**src/rtl/idct4_transpose.sv**
```systemverilog
// Inter-pass stage of the 4x4 inverse transform: rounds/clips row-pass results and
// transposes them through ping-pong 4x4 banks. Optional sticky clip flag: IDCT4_TP_SAT_FLAG_EN.
module idct4_transpose #(
    parameter int WIDTH_IN  = 22,
    parameter int WIDTH_OUT = 16,
    parameter int SHIFT     = 7
) (
    input  logic                        clk,
    input  logic                        rst,
    input  logic                        in_valid,
    output logic                        in_ready,
    input  logic signed [WIDTH_IN-1:0]  y0,
    input  logic signed [WIDTH_IN-1:0]  y1,
    input  logic signed [WIDTH_IN-1:0]  y2,
    input  logic signed [WIDTH_IN-1:0]  y3,
    input  logic                        out_ready,
    output logic                        out_load,
    output logic signed [WIDTH_OUT-1:0] x0,
    output logic signed [WIDTH_OUT-1:0] x1,
    output logic signed [WIDTH_OUT-1:0] x2,
    output logic signed [WIDTH_OUT-1:0] x3,
    output logic                        sat_flag
);

    localparam int WS = WIDTH_IN + 1;
    localparam logic signed [WS-1:0] ROUND_C  = WS'(1) << (SHIFT - 1);
    localparam logic signed [WS-1:0] CLIP_MAX =
        {{(WIDTH_IN - WIDTH_OUT + 2){1'b0}}, {(WIDTH_OUT - 1){1'b1}}};
    localparam logic signed [WS-1:0] CLIP_MIN =
        {{(WIDTH_IN - WIDTH_OUT + 2){1'b1}}, {(WIDTH_OUT - 1){1'b0}}};

    logic signed [WIDTH_IN-1:0]  y_in   [4];
    logic signed [WIDTH_OUT-1:0] scaled [4];
`ifdef IDCT4_TP_SAT_FLAG_EN
    logic [3:0] clipped;
`endif

    assign y_in[0] = y0;
    assign y_in[1] = y1;
    assign y_in[2] = y2;
    assign y_in[3] = y3;

    // One extra bit of headroom keeps the rounding add from wrapping at the input extremes.
    genvar gi;
    generate
        for (gi = 0; gi < 4; gi++) begin : g_scale
            logic signed [WS-1:0] ext_w;
            logic signed [WS-1:0] sum_w;
            logic signed [WS-1:0] shr_w;
            logic                 hi_w;
            logic                 lo_w;

            assign ext_w = {y_in[gi][WIDTH_IN-1], y_in[gi]};
            assign sum_w = ext_w + ROUND_C;
            assign shr_w = sum_w >>> SHIFT;
            assign hi_w  = shr_w > CLIP_MAX;
            assign lo_w  = shr_w < CLIP_MIN;
            assign scaled[gi] = hi_w ? CLIP_MAX[WIDTH_OUT-1:0] :
                                lo_w ? CLIP_MIN[WIDTH_OUT-1:0] :
                                       shr_w[WIDTH_OUT-1:0];
`ifdef IDCT4_TP_SAT_FLAG_EN
            assign clipped[gi] = hi_w | lo_w;
`endif
        end
    endgenerate

    // Bank storage: [bank][row][column]; contents need no reset.
    logic signed [WIDTH_OUT-1:0] bank_mem [2][4][4];

    logic [1:0]                  full_q,     full_d;
    logic                        wr_bank_q,  wr_bank_d;
    logic                        rd_bank_q,  rd_bank_d;
    logic [1:0]                  row_q,      row_d;
    logic [1:0]                  col_q,      col_d;
    logic                        out_load_q, out_load_d;
    logic signed [WIDTH_OUT-1:0] x_q [4];
    logic signed [WIDTH_OUT-1:0] x_d [4];

    logic wr_fire;
    logic out_adv;
    logic rd_fire;

    assign in_ready = ~full_q[wr_bank_q];
    assign wr_fire  = in_valid & in_ready;
    assign out_adv  = ~out_load_q | out_ready;
    assign rd_fire  = out_adv & full_q[rd_bank_q];

    always_ff @(posedge clk) begin
        if (wr_fire) begin
            for (int k = 0; k < 4; k++) begin
                bank_mem[wr_bank_q][row_q][k] <= scaled[k];
            end
        end
    end

    // Write and read sides always touch different banks, so both full updates can apply together.
    always_comb begin
        full_d     = full_q;
        wr_bank_d  = wr_bank_q;
        rd_bank_d  = rd_bank_q;
        row_d      = row_q;
        col_d      = col_q;
        out_load_d = out_load_q;
        x_d        = x_q;

        if (wr_fire) begin
            row_d = row_q + 2'd1;
            if (row_q == 2'd3) begin
                full_d[wr_bank_q] = 1'b1;
                wr_bank_d         = ~wr_bank_q;
                row_d             = 2'd0;
            end
        end

        if (out_adv) begin
            if (rd_fire) begin
                out_load_d = 1'b1;
                for (int k = 0; k < 4; k++) begin
                    x_d[k] = bank_mem[rd_bank_q][k][col_q];
                end
                col_d = col_q + 2'd1;
                if (col_q == 2'd3) begin
                    full_d[rd_bank_q] = 1'b0;
                    rd_bank_d         = ~rd_bank_q;
                    col_d             = 2'd0;
                end
            end else begin
                out_load_d = 1'b0;
            end
        end
    end

    always_ff @(posedge clk) begin
        if (rst) begin
            full_q     <= 2'b00;
            wr_bank_q  <= 1'b0;
            rd_bank_q  <= 1'b0;
            row_q      <= 2'd0;
            col_q      <= 2'd0;
            out_load_q <= 1'b0;
            for (int k = 0; k < 4; k++) begin
                x_q[k] <= '0;
            end
        end else begin
            full_q     <= full_d;
            wr_bank_q  <= wr_bank_d;
            rd_bank_q  <= rd_bank_d;
            row_q      <= row_d;
            col_q      <= col_d;
            out_load_q <= out_load_d;
            x_q        <= x_d;
        end
    end

    assign out_load = out_load_q;
    assign x0       = x_q[0];
    assign x1       = x_q[1];
    assign x2       = x_q[2];
    assign x3       = x_q[3];

`ifdef IDCT4_TP_SAT_FLAG_EN
    logic sat_flag_q, sat_flag_d;

    always_comb begin
        sat_flag_d = sat_flag_q | (wr_fire & (|clipped));
    end

    always_ff @(posedge clk) begin
        if (rst) begin
            sat_flag_q <= 1'b0;
        end else begin
            sat_flag_q <= sat_flag_d;
        end
    end

    assign sat_flag = sat_flag_q;
`else
    assign sat_flag = 1'b0;
`endif

endmodule

```
**config.mk**
```make
export PLATFORM = sky130hd
export DESIGN_NAME = idct4_transpose
export DESIGN_NICKNAME = d
export VERILOG_FILES = /design/src/rtl/idct4_transpose.sv
export SDC_FILE = /design/constraint.sdc
export NUM_CORES = 1
export LEC_CHECK = 0
export CAP_MARGIN = 10
export CORE_MARGIN = 2
export CORE_UTILIZATION = 25
export CTS_CLUSTER_SIZE = 40
export DETAILED_ROUTE_END_ITERATION = 10
export GPL_ROUTABILITY_DRIVEN = 0
export PLACE_DENSITY_LB_ADDON = 0.3
export SKIP_CTS_REPAIR_TIMING = 1
export SYNTH_ARGS = -nofsm -noshare
export SYNTH_HDL_FRONTEND = slang
export SYNTH_SLANG_ARGS = --single-unit
```
**constraint.sdc**
```tcl
create_clock -name clk -period 5.3 [get_ports clk]
set_input_delay 1.06 -clock clk [delete_from_list [all_inputs] [get_ports clk]]
set_output_delay 1.06 -clock clk [all_outputs]
set_load 0.02 [all_outputs]
```
Yosys cells after proc, flatten, opt, wreduce, memory -nomap -nowiden. Memory sizes are Yosys's and may differ from the RTL's. A register that Yosys moved wholly into a read port is not among the register bits. Cells that the tools add are included. Widths: inputs -> output; s select.

Register bits: 73. Memory bits (writable): 512. Bits of input ports: 92. Output and inout bits: 67. Word-level logic and storage cells: 1639. Memories kept: 1.

Memories: bank_mem (words 2, width 256, rd ports 1, clocked after Yosys merged registers in 1, write ports 1, line 68) `logic signed [WIDTH_OUT-1:0] bank_mem [2][4][4];`.

Add/sub/neg operators: 6. Order comparisons: 15. Equal/unequal tests: 2. Muxes and demuxes: 819. Bitwise logic cells: 780. Reduce and logical (&&, ||, !) cells: 6.

Operators by type and width (number): $mux 256 (4); $mux 1 (778); $or 1x1->1 (769); $demux 64 s2 (4); $mux 16 (17); $bmux 16 s2 (4); $add 22x8->23 const B (4); $gt 16x16->1 const B (4); $lt 16x16->1 const B (4); $mux 64 (1); $mux 48 (1); $mux 32 (1); $mux 2 (7); $ge 3x3->1 const B (2); $not 2->3 (2); $add 2x1->2 const B (2); $eq 2x2->1 const B (2); $lt 1x2->1 const B (2); $not 1->1 (4); $reduce_and 2->1 (2); $logic_and 1x1->1 (3); $lt 3x1->1 const B (1); $reduce_and 3->1 (1); $and 1x1->1 (2); other kinds (5) (7).

Logic depth before layout (Yosys ltp).
Word-level depth: 11. Gate-level depth with buffers: 8. Depth with buffers taken out: 5.

Worst setup path after synthesis. OpenSTA, ideal clock, no wires.

Path kind: input -> register. Start: input in_valid. End: memory bank_mem[0][128] (netlist bit) (enable). Setup time: 0.487 ns. Arrival: 4.309 ns. Required time: 4.813 ns. Slack: 0.504 ns. Cell stages on the path: 4. Buffers on the path: 2. Cells stage by stage: buf_2 -> nand3_2 -> clkbuf_1 -> nor2_1.

Cells in the longest elaborated chain, start to end: 6. Elaborated cells on any way between the ends: 9. Classes of those cells: mux: 5; bitwise: 4.

RTL lines: start, declared (line 10) `input logic in_valid,`; $and 1x1->1 (*) (line 84) `assign wr_fire = in_valid & in_ready;`; $mux 1 (*) (line 89) `if (wr_fire) begin`; $mux 256 (not written as such) (line 91) `bank_mem[wr_bank_q][row_q][k] <= scaled[k];`; $or 1x1->1 (no line) (2 in a row); $or 1x1->1 (no line) (*); end, declared (line 68).

Every way passes the cells marked *; elsewhere a longest branch is shown, timed or not.

Worst setup path in the final report.
Start: register wr_bank_q. End: output in_ready.

Cells in the longest elaborated chain, start to end: 3.

RTL lines: start, declared (line 71) `logic wr_bank_q, wr_bank_d;`; start signal, assigned (line 146) `wr_bank_q <= wr_bank_d;`; $mux 1 (not written as such) (2 in a row) (line 83) `assign in_ready = ~full_q[wr_bank_q];`; $not 1->1 (line 83); end, declared (line 11) `output logic in_ready,`.

No other way between the ends. The select of a mux whose other input is x is not followed.

==> run summary <==
====================================================================================
Final number of max-transition violations                                          0
Sequential fraction of the synthesis area                                      67.2%
Worst-case vdd ir drop                                                    0.000225 V
Cell with the largest stage delay on the worst path                     sky130_fd_sc_hd__mux2i_1
Gate count after technology mapping                                             1542
Total grt overflow                                                                 0
Overall die area                                                          103000 µm²
RSZ-0062 raised after global routing                                           false
Endpoint of the worst-slack reg-to-reg timing path                      bank_mem[0][168]
Layout cells sized above 1                                                     16.8%
Min Hold Slack                                                                501 ps
Internal                                                                     7.56 mW
I/O pin total                                                                    159
Required time at the worst-slack endpoint                                    4240 ps
Power share of the combinational group                                          6.8%
Post-synth EDFFs                                                                 512
Final clock skew                                                             12.8 ps
# rows                                                                           116
Cell with the most instances after synthesis                            sky130_fd_sc_hd__edfxtp_1
Number of CTS-inserted buffers                                                    57
Number of routed nets with antenna violations                                      0
Layout Utilization                                                             29.8%
Share of flip-flops with an asynchronous set or reset after synthesis             0%
Post-synthesis area per instance                                            16.3 µm²
Status                                                                  complete, no violations
Post-synthesis cell area                                                   25100 µm²
Worst setup SP type                                                         register
Crit path capture type                                                   output port
Headroom to the max-slew limit                                                 18.9%
Drt initial violations                                                          1165
Slowest stage delay, CP                                                       880 ps
Max frequency                                                                247 MHz
Total of flip-flops plus latches after synthesis                                 586
Core area                                                                  99900 µm²
Worst-path maximum fanout                                                         11
CTS root buf                                                            sky130_fd_sc_hd__clkbuf_16
Hold Path Depth                                                                    2
Clock Tree Buf Depth                                                               3
Worst setup path class                                                  register to output port
Cell types with the largest area share after synthesis                  sky130_fd_sc_hd__edfxtp_1, sky130_fd_sc_hd__mux4_2, sky130_fd_sc_hd__mux2i_1
Number of global-route vias before repair                                      14470
CTS clk-pin slew, worst paths                                                  60 ps
1st-pass router iterations                                                         5
Die extent in y                                                               321 µm
Flop pwr share                                                                 53.4%
Number of sinks on the clock net                                                 586
Synthesis-to-finish area growth                                                18.8%
Final count of hold timing violations                                              0
Overall routing resource usage                                                 13.1%
Sum of negative setup slack                                                     0 ps
Via/cell ratio                                                                  4.70
DRC violation count after routing                                                  0
Max-cap check violation count                                                      0
Most common flop cell mapped by yosys                                   sky130_fd_sc_hd__edfxtp_1
Actual transition at the worst max-transition pin                            1210 ps
Hold path start                                                             row_q[1]
Flop-to-flop setup slack                                                     1550 ps
Logic depth of the worst register-to-register path                                 4
Clock latency at the later pin of the worst-skew pair                         620 ps
Global-route wire length before repair                                      99000 µm
Proportion of power drawn by the clock network                                 39.8%
Maximum number of pins on one net before global-route repair                      79
Startpoint of the worst register-to-register path                          wr_bank_q
Crit path from                                                             wr_bank_q
Series of cell instances along the critical path                        mux2i_1 > clkdlybuf4s50_1
HPWL after detailed placement                                               46200 µm
Number of library cell types mapped by synthesis                                  48
Routed vias                                                                    14178
Initial antenna violation count                                                   20
Total nets after synthesis                                                      1643
Number of warning messages in the yosys log                                        0
Number of H-tree branching levels                                                  2
Share of the clock period used by the worst path                               76.5%
Final nets                                                                      1770
Net Switching                                                                2.16 mW
Fin crit period                                                              4060 ps
Area share of the largest cell type after synthesis                            61.3%
Total wirelength of the detailed-routed design                              67900 µm
Routed length per instance                                                   22.5 µm
Starting density of the core                                                   25.1%
Most numerous cell types in the synthesized netlist                     sky130_fd_sc_hd__edfxtp_1, sky130_fd_sc_hd__mux2i_1, sky130_fd_sc_hd__mux4_2, sky130_fd_sc_hd__a21oi_1, sky130_fd_sc_hd__o21ai_0
Die span in x                                                                 321 µm
End of the worst hold path                                                  row_q[1]
Library cell with the largest summed area after synthesis               sky130_fd_sc_hd__edfxtp_1
Power per standard cell area                                              326 nW/µm²
Count of buffers from port buffering                                             133
Class of the tightest hold or removal check                             register to register
Worst Path Arrival                                                           3000 ps
Net switching fraction of the power                                            22.2%
Reported leakage power                                                       8.99 nW
Clock tree from TritonCTS                                                        yes
Count of final setup violators                                                     0
====================================================================================
placed cells by master, fill, tap and decap left out, types with 12 or more instances in the layout:
cell,instances
sky130_fd_sc_hd__nand2_1,58
sky130_fd_sc_hd__clkdlybuf4s50_1,133
sky130_fd_sc_hd__a21oi_1,114
sky130_fd_sc_hd__o21ai_0,78
sky130_fd_sc_hd__clkbuf_1,16
sky130_fd_sc_hd__dfxtp_1,71
sky130_fd_sc_hd__xor2_1,12
sky130_fd_sc_hd__buf_4,37
sky130_fd_sc_hd__nor2_1,42
sky130_fd_sc_hd__a211oi_1,12
sky130_fd_sc_hd__nor3_1,23
sky130_fd_sc_hd__inv_1,23
sky130_fd_sc_hd__clkinv_2,12
sky130_fd_sc_hd__a221oi_1,24
sky130_fd_sc_hd__mux2i_1,157
sky130_fd_sc_hd__edfxtp_1,512
sky130_fd_sc_hd__nand3_1,23
sky130_fd_sc_hd__nor4_1,16
sky130_fd_sc_hd__mux4_2,128
sky130_fd_sc_hd__clkbuf_16,58
sky130_fd_sc_hd__xnor2_1,36
worst max-delay path: cells and delay by family (launching register included):
kind,cells,cell delay (ps)
DFF,1,730
muxes,1,880
buffers and inverters,1,780
state kept, by name (all words and copies together), names as in the netlist, named ones only:
signal and flops:
x0 16, full_q 2, out_load 1, x2 16, x3 16, x1 16
wr_bank_q 1, bank_mem 512, row_q 2, rd_bank_q 1, col_q 2
logic make-up after synthesis:
| logic type | count (synthesis) | synth area share (%) |
|---|---|---|
| fa+ha+maj | 9 | 0.449 |
| compound gates | 246 | 5.61 |
| simple gates | 232 | 4.93 |
| other cells | 1 | 0.0149 |
| mux | 286 | 17.8 |
| buf+inv | 134 | 2.34 |
| flops | 586 | 67.2 |
| xor+xnor | 48 | 1.68 |
worst max path at each step:
stage	end	slack, ps	cells past startpoint
6_report	in_ready	1240	2
3_3_place_gp	bank_mem[0][174]	1310	5
2_1_floorplan	bank_mem[0][128]	500	4
5_1_grt	in_ready	1050	2
4_1_cts	in_ready	1180	2
3_5_place_dp	bank_mem[0][174]	1270	5
power groups by stage:
stage / clock, mW / combinational (mW) / sequential (mW)
3_5_place_dp: 0 / 0.663 / 5.29
4_1_cts: 4.00 / 0.665 / 5.19
5_1_grt: 4.15 / 0.714 / 5.20
3_3_place_gp: 0 / 0.643 / 5.28
6_report: 3.87 / 0.657 / 5.19
2_1_floorplan: 0 / 0.364 / 5.29
per-stage QoR:
stage               power (mW)  instances  setup slack, ps  area, µm²
finish                    9.72       3016             1240      29800
global route              10.1       3014             1050      29800
CTS                       9.86       3011             1180      29800
detailed placement        5.95       2908             1270      28000
global placement          5.93       2908             1310      28000
floorplan                 5.66       1542              504      25100
layout make-up:
type | instances | area [µm²]
inverters | 24 | 90.1
diodes | 5 | 12.5
well taps | 1298 | 1620
clock buffers | 78 | 1570
flip-flops and latches | 586 | 16900
repair buffers | 178 | 1770
clock inverters | 25 | 189
multi-input cells | 822 | 7690
fillers | 9849 | 70000
per-layer routing:
layer	vias up	GRT usage [%]	wire length, µm
met5	-	0	183
met4	28	3.49	1520
met3	105	3.34	4460
met2	319	21.5	32300
met1	7310	17.1	29400
li1	6416	-	-
(Power assumes the default switching activity.)
